==> config.mk <==
export PLATFORM = sky130hd
export DESIGN_NAME = ascon_ctrl_fsm
export DESIGN_NICKNAME = d
export VERILOG_FILES = /design/src/rtl/ascon_ctrl_fsm.sv
export SDC_FILE = /design/constraint.sdc
export NUM_CORES = 1
export LEC_CHECK = 0
export ABC_CLOCK_PERIOD_IN_PS = 2600
export BUFFER_PORTS_ARGS = -buffer_cell sky130_fd_sc_hd__buf_2
export CAP_MARGIN = 15
export CORE_MARGIN = 2
export CORE_UTILIZATION = 45
export DETAILED_ROUTE_END_ITERATION = 12
export HOLD_SLACK_MARGIN = 0.15
export PLACE_DENSITY_LB_ADDON = 0.05
export SYNTH_ARGS = -nofsm -noshare
export SYNTH_HDL_FRONTEND = slang
export SYNTH_SLANG_ARGS = --single-unit
==> constraint.sdc <==
create_clock -name clk -period 2.6 [get_ports clk]
set_input_delay 0.52 -clock clk [delete_from_list [all_inputs] [get_ports clk]]
set_output_delay 0.52 -clock clk [all_outputs]
set_load 0.02 [all_outputs]
==> src/rtl/ascon_ctrl_fsm.sv <==
`default_nettype none
// +----------------------------------------------------------------------------+
// | ascon_ctrl_fsm: Ascon-128 round-datapath sequencer (INIT/AD/PT/FINAL/tag). |
// | Optional macro ASCON_CTRL_ABORT_EN adds a synchronous abort_i input.       |
// | Revision: 1.0                                                              |
// +----------------------------------------------------------------------------+
module ascon_ctrl_fsm #(
  parameter int ROUND_WIDTH = 4,
  parameter int ROUND_NO    = 12,
  parameter int PB_ROUNDS   = 6
) (
  input  logic                   clk,
  input  logic                   rst,
  input  logic                   start_i,
  input  logic                   has_ad_i,
  input  logic                   ad_valid_i,
  input  logic                   ad_last_i,
  output logic                   ad_ready_o,
  input  logic                   pt_valid_i,
  input  logic                   pt_last_i,
  output logic                   pt_ready_o,
  input  logic                   tag_ready_i,
`ifdef ASCON_CTRL_ABORT_EN
  input  logic                   abort_i,
`endif
  output logic                   busy_o,
  output logic                   en_state_o,
  output logic                   sel_ad_o,
  output logic                   sel_state_init_o,
  output logic                   sel_xor_init_o,
  output logic                   sel_xor_ext_o,
  output logic                   sel_xor_dom_sep_o,
  output logic                   sel_xor_fin_o,
  output logic                   sel_xor_tag_o,
  output logic                   ct_valid_o,
  output logic                   tag_valid_o,
  output logic [ROUND_WIDTH-1:0] rnd_o
);

  localparam logic [ROUND_WIDTH-1:0] c_rnd_zero     = '0;
  localparam logic [ROUND_WIDTH-1:0] c_rnd_one      = ROUND_WIDTH'(1);
  localparam logic [ROUND_WIDTH-1:0] c_rnd_last     = ROUND_WIDTH'(ROUND_NO - 1);
  localparam logic [ROUND_WIDTH-1:0] c_rnd_pb_first = ROUND_WIDTH'(ROUND_NO - PB_ROUNDS);

  typedef enum logic [2:0] {
    S_IDLE    = 3'd0,
    S_INIT    = 3'd1,
    S_AD_WAIT = 3'd2,
    S_AD      = 3'd3,
    S_PT_WAIT = 3'd4,
    S_PT      = 3'd5,
    S_FINAL   = 3'd6,
    S_DONE    = 3'd7
  } state_t;

  state_t                 r_state, w_state_nxt;
  logic [ROUND_WIDTH-1:0] r_rnd, w_rnd_nxt;
  logic                   r_has_ad, w_has_ad_nxt;
  logic                   r_ad_last, w_ad_last_nxt;
  logic                   w_rnd_last;
  logic                   w_abort;

`ifdef ASCON_CTRL_ABORT_EN
  assign w_abort = abort_i;
`else
  assign w_abort = 1'b0;
`endif

  assign w_rnd_last = (r_rnd == c_rnd_last);

  always_ff @(posedge clk or posedge rst) begin
    if (rst) begin
      r_state   <= S_IDLE;
      r_rnd     <= c_rnd_zero;
      r_has_ad  <= 1'b0;
      r_ad_last <= 1'b0;
    end else begin
      r_state   <= w_state_nxt;
      r_rnd     <= w_rnd_nxt;
      r_has_ad  <= w_has_ad_nxt;
      r_ad_last <= w_ad_last_nxt;
    end
  end

  always_comb begin
    w_state_nxt       = r_state;
    w_rnd_nxt         = r_rnd;
    w_has_ad_nxt      = r_has_ad;
    w_ad_last_nxt     = r_ad_last;
    ad_ready_o        = 1'b0;
    pt_ready_o        = 1'b0;
    en_state_o        = 1'b0;
    sel_ad_o          = 1'b0;
    sel_state_init_o  = 1'b0;
    sel_xor_init_o    = 1'b0;
    sel_xor_ext_o     = 1'b0;
    sel_xor_dom_sep_o = 1'b0;
    sel_xor_fin_o     = 1'b0;
    sel_xor_tag_o     = 1'b0;
    ct_valid_o        = 1'b0;
    tag_valid_o       = 1'b0;
    rnd_o             = c_rnd_zero;
    busy_o            = (r_state != S_IDLE);

    case (r_state)
      S_IDLE: begin
        if (start_i) begin
          w_state_nxt  = S_INIT;
          w_rnd_nxt    = c_rnd_zero;
          w_has_ad_nxt = has_ad_i;
        end
      end
      S_INIT: begin
        en_state_o       = 1'b1;
        rnd_o            = r_rnd;
        sel_state_init_o = (r_rnd == c_rnd_zero);
        if (w_rnd_last) begin
          sel_xor_init_o    = 1'b1;
          sel_xor_dom_sep_o = !r_has_ad;
          w_state_nxt       = r_has_ad ? S_AD_WAIT : S_PT_WAIT;
        end else begin
          w_rnd_nxt = r_rnd + c_rnd_one;
        end
      end
      // The handshake cycle itself is the first p^b round of the block.
      S_AD_WAIT: begin
        ad_ready_o = 1'b1;
        if (ad_valid_i) begin
          en_state_o    = 1'b1;
          sel_xor_ext_o = 1'b1;
          sel_ad_o      = 1'b1;
          rnd_o         = c_rnd_pb_first;
          w_ad_last_nxt = ad_last_i;
          w_rnd_nxt     = c_rnd_pb_first + c_rnd_one;
          w_state_nxt   = S_AD;
        end
      end
      S_AD: begin
        en_state_o = 1'b1;
        sel_ad_o   = 1'b1;
        rnd_o      = r_rnd;
        if (w_rnd_last) begin
          sel_xor_dom_sep_o = r_ad_last;
          w_state_nxt       = r_ad_last ? S_PT_WAIT : S_AD_WAIT;
        end else begin
          w_rnd_nxt = r_rnd + c_rnd_one;
        end
      end
      S_PT_WAIT: begin
        pt_ready_o = 1'b1;
        if (pt_valid_i) begin
          en_state_o    = 1'b1;
          sel_xor_ext_o = 1'b1;
          ct_valid_o    = 1'b1;
          if (pt_last_i) begin
            sel_xor_fin_o = 1'b1;
            rnd_o         = c_rnd_zero;
            w_rnd_nxt     = c_rnd_one;
            w_state_nxt   = S_FINAL;
          end else begin
            rnd_o       = c_rnd_pb_first;
            w_rnd_nxt   = c_rnd_pb_first + c_rnd_one;
            w_state_nxt = S_PT;
          end
        end
      end
      S_PT: begin
        en_state_o = 1'b1;
        rnd_o      = r_rnd;
        if (w_rnd_last) begin
          w_state_nxt = S_PT_WAIT;
        end else begin
          w_rnd_nxt = r_rnd + c_rnd_one;
        end
      end
      S_FINAL: begin
        en_state_o = 1'b1;
        rnd_o      = r_rnd;
        if (w_rnd_last) begin
          sel_xor_tag_o = 1'b1;
          w_state_nxt   = S_DONE;
        end else begin
          w_rnd_nxt = r_rnd + c_rnd_one;
        end
      end
      S_DONE: begin
        tag_valid_o = 1'b1;
        if (tag_ready_i) begin
          w_state_nxt = S_IDLE;
          w_rnd_nxt   = c_rnd_zero;
        end
      end
      default: begin
        w_state_nxt = S_IDLE;
        w_rnd_nxt   = c_rnd_zero;
      end
    endcase

    // Abort silences the datapath this cycle and overrides every transition.
    if (w_abort) begin
      ad_ready_o        = 1'b0;
      pt_ready_o        = 1'b0;
      en_state_o        = 1'b0;
      sel_ad_o          = 1'b0;
      sel_state_init_o  = 1'b0;
      sel_xor_init_o    = 1'b0;
      sel_xor_ext_o     = 1'b0;
      sel_xor_dom_sep_o = 1'b0;
      sel_xor_fin_o     = 1'b0;
      sel_xor_tag_o     = 1'b0;
      ct_valid_o        = 1'b0;
      tag_valid_o       = 1'b0;
      rnd_o             = c_rnd_zero;
      w_state_nxt       = S_IDLE;
      w_rnd_nxt         = c_rnd_zero;
      w_has_ad_nxt      = 1'b0;
      w_ad_last_nxt     = 1'b0;
    end
  end

endmodule
`default_nettype wire

---- Yosys cells after proc, flatten, opt, wreduce, memory -nomap -nowiden ----
Index checks and enable logic that the tools add are counted.
operators by class
  divide/modulo/power cells ............... 0
  mux-type cells .......................... 42
  add/sub/neg operators ................... 1
  reductions and logical operators ........ 9
  shift-type cells ........................ 0
  equal/unequal tests ..................... 17
  $lt $le $gt $ge ......................... 0
  $mul .................................... 0
  bitwise logic cells ..................... 0
operators by type and width
  operator             count
  $mux 3               14
  $pmux 3 s8           1
  $mux 4               5
  $pmux 4 s5           1
  $ne 2x2->1 const B   9
  $mux 1               15
  $eq 3x3->1 const B   4
  $pmux 4 s3           1
  $reduce_and 8->1     1
  $eq 3x2->1 const B   2
  $pmux 1 s2           3
  $reduce_and 5->1     1
  $add 4x1->4 const B  1
  $eq 4x4->1 const B   1
  $logic_not 4->1      1
  $reduce_and 2->1     2
  $reduce_or 4->1      1
  $eq 3x1->1 const B   1
  $logic_not 3->1      1
  $pmux 1 s3           1
  $reduce_bool 3->1    1
  $mux 2               1
  $logic_not 1->1      1
word-level totals
  logic and storage cells ................. 73
  memory bits (read-only) ................. 0
  input port bits ......................... 9
  memories ................................ 0
  latch bits .............................. 0
  memory bits (writable) .................. 0
  output and inout port bits .............. 17
  register bits after elaboration ......... 9

---- Depth between registers and ports, before layout ----
  depth after elaboration ................. 4
  mapped depth ............................ 7
  depth with buffers taken out ............ 6

---- Worst setup path before layout ----
Ideal clock, no wire load.
  kind .................................... reg2out
  from .................................... reg r_state[0]
  to ...................................... out sel_xor_ext_o
  data required time ...................... 2.080 ns
  data arrival time ....................... 1.891 ns
  buffers on the path ..................... 2
  stages on the path, launching flop included .. 7
  path slack .............................. 0.189 ns
  path through ............................ dfrtp_1 -> buf_4 -> nand3_1 -> o22ai_1 -> a311o_1 -> buf_6 -> nor4_1
between the ends
  cells in the longest elaborated chain, start to end .. 2
  elaborated cells on any way between the ends .. 3
  classes of those cells .................. eq/ne: 2; mux: 1
ends and longest elaborated chain
  item                                             line  text
  start, declared                                  56    state_t r_state, w_state_nxt;
  start signal, assigned                           78    r_state <= w_state_nxt;
  $eq 3x3->1 / $eq 3x2->1 (equally long branches)  105   case (r_state)
  $pmux 1 s2 *                                     105
  end, declared                                    31    output logic sel_xor_ext_o,
Mark *: on every way between the ends. The rest lies on a longest branch, timed or not.

---- Final worst setup path ----
  from .................................... reg r_state[0]
  to ...................................... out en_state_o
between the ends
  cells in the longest elaborated chain, start to end .. 3
  elaborated cells on any way between the ends .. 8
  classes of those cells .................. eq/ne: 6; mux: 1; reduce/logical: 1
ends and longest elaborated chain
  item                                      line  text
  $eq 3x3->1, or another cell as far along  105
  $reduce_or 4->1 (no line)                 -
  $pmux 1 s3 *                              105
  end, declared                             27    output logic en_state_o,
Marks and branches as above.

==> results.py <==
metrics = {
    "status": {
        "status": "finished clean",
    },
    "worst_setup_path": {
        "endpoint_kind": "output port",
        "path_class": "flop to output port",
        "rr_startpoint": "r_rnd[0]",
        "cp-start-kind": "flop",
        "critPathMaxFanout": 10,
        "r2r_cells": 5,
        "reg2reg_to": "r_state[0]",
        "r2r_slack_ns": 0.46,
        "crit_required_ns": 2.08,
        "arrival_ns": 2.01,
    },
    "synthesis": {
        "avgSynthCellArea_um2": 8.35,
        "yosys_most_used_dff": "dfrtp_1",
        "yosysUniqueCellTypes": 34,
        "ys_seq_elements": 9,
        "synth-edff-count": 0,
        "ys_seq_area_share_pct": 30.3,
        "synth_fp_nets": 100,
        "synthCells": 89,
        "async_flop_share_pct": 100,
        "syn_area_um2": 743,
        "yosysWarnings": 0,
    },
    "place": {
        "dp_hpwl_um": 1410,
        "placed_cell_area_um2": 881,
        "gp_congestion": 0.849,
        "pre_cts_slack_ns": 0.271,
        "portBuffers": 25,
    },
    "cts": {
        "cts_buffers": 3,
        "clock_latency_ns": 0.26,
        "cts_tree": "done",
        "cts_buffer_depth": 2,
        "cts-htree-levels": 1,
        "cts.sinks": 9,
        "ctsHoldBuffers": 0,
        "cts_root_buf": "clkbuf_4",
        "clk_pin_slew_ns": 0.07,
    },
    "detailed_routing": {
        "firstDrtPassIters": 4,
        "drt-vias-per-instance": 5.68,
        "via_count": 767,
        "routed_wl_um": 1870,
        "drtIter0Drc": 21,
        "wl_per_cell_um": 13.8,
        "ant_nets": 0,
        "drcViolationCount": 0,
    },
    "layout": {
        "area_delta_synth_final_pct": 26.9,
        "nets": 131,
        "diodes": 0,
        "fin_util_pct": 61.9,
        "drive_gt1_share_pct": 35.3,
        "final_area_um2": 943,
    },
    "grt": {
        "grt_max_degree": 15,
        "grt_pass1_vias": 598,
        "track_usage_pct": 18.2,
        "overflow": 0,
        "grt_first_pass_wirelength_um": 2660,
        "antenna_found_initial": 0,
    },
    "run": {
        "drv_cap": 0,
    },
    "power_and_ir_drop": {
        "p_leak_nw": 0.484,
        "power_density_nw_per_um2": 1530,
        "peakVddDrop_mv": 0.668,
    },
    "sta": {
        "setup_slack_ns": 0.0744,
        "slew_headroom_pct": 59.6,
        "tightest_slew_ns": 0.602,
        "slew_viol_final": 0,
        "setup-violations-final": 0,
        "clock_skew_ns": 0.00662,
        "finalCriticalPeriod_ns": 2.53,
        "final_hold_viol_count": 0,
        "fin_crit_sh_pct": 97.1,
        "fmax_mhz": 396,
    },
    "floorplan": {
        "io_pins": 26,
        "die_w_um": 44.6,
        "dieArea_um2": 1990,
        "die_height_um": 44.6,
        "design.core.area_um2": 1520,
        "start_util_pct": 48.8,
        "std_cell_rows": 14,
    },
    "min_path": {
        "worstHoldPathType": "primary input to async pin",
    },
}
[stage by stage]
step / setup TNS (ns) / hold WS, ns / instances / total power, mW
finish: 0 / 0.220 / 135 / 1.44
CTS: 0 / 0.234 / 132 / 1.38
global route: -0.0199 / 0.257 / 135 / 1.54
detailed placement: 0 / 0.520 / 128 / 1.26
floorplan: 0 / 0.348 / 89 / 1.04
global placement: 0 / 0.512 / 128 / 1.26
[worst max-delay path by stage]
stage | cells after the start | end | slack, ns | start
after floorplan | 6 | sel_xor_ext_o | 0.19 | r_state[0]
after global placement | 5 | sel_xor_ext_o | 0.24 | r_state[1]
after detailed placement | 5 | sel_xor_ext_o | 0.27 | r_state[1]
after CTS | 6 | en_state_o | 0.05 | r_state[0]
after global routing | 6 | en_state_o | -0.02 | r_state[0]
final | 6 | en_state_o | 0.07 | r_state[0]
[synth_stat cells (2+ instances only)]
library cell	n	share of area [%]
a211oi_1	2	2.0
a21o_1	2	2.0
a21oi_1	4	2.7
a22o_1	2	2.4
and2_1	3	2.5
and3_1	2	1.7
clkbuf_1	3	1.5
dfrtp_1	9	30
ha_1	2	3.4
inv_1	9	4.5
mux2_2	3	4.5
nand2_1	6	3.0
nand3_1	4	2.7
nor2_1	11	5.6
nor4b_1	4	4.7
o21ai_0	2	1.3
o22ai_1	4	3.4
[what timing repair did]
item | CTS | global route
setup endpoints to repair | 2 | 2
resized for setup | 1 | 2
buffers inserted | 0 | 3
pin swaps | 0 | 1
[metal layers]
layer,wire length [um],vias up,track usage [%],share of wire [%]
met5,0,-,0,0
met4,5,0,5.45,0.27
met3,114,2,2.45,6.1
met2,813,28,24.6,44
met1,932,356,29.4,50
li1,-,381,-,-
[kinds of logic after synthesis]
family / share of synthesized area [%]
and+or+nand+nor: 25.3
DFF: 30.3
adders and majority gates: 3.37
xor gates and xnor gates: 3.37
AOI/OAI and AO/OA: 24.6
muxes: 4.55
buffers and inverters: 8.59
[where the power goes]
part / switching (mW) / leakage [nW] / internal [mW] / total [mW]
registers: 0.125 / 0.108 / 0.217 / 0.342
clock network: 0.0537 / 0.0150 / 0.0593 / 0.113
logic: 0.551 / 0.361 / 0.438 / 0.988
[layout by cell type, fill, tap and decap left out, drive strengths merged, types with 3 or more instances in the layout]
cell and count:
dfrtp 9, clkbuf 4, nor2 11, mux2 3, o22ai 4, and2 3, buf 31, nor4b 4
nand2 6, inv 9, nand3 4, a21oi 4
[worst max-delay path, stage by stage (launching register included)]
cell and delay (ns):
dfrtp_2 0.49, or3_1 0.40, o22ai_1 0.22, a311o_1 0.20
o21ai_0 0.11, and3_1 0.18, buf_2 0.15
[final cells by class]
class,instances,area [um^2]
Fill cell,145,581
Multi-Input combinational cell,66,465
Sequential cell,9,228
Timing Repair Buffer,31,170
Inverter,9,33.8
Clock buffer,4,26.3
Tap cell,16,20.0
[state kept, by name (all words and copies together), names as in the netlist]
signal / flops
r_rnd: 4
r_state: 3
r_ad_last: 1
r_has_ad: 1
(Power assumes the default switching activity.)
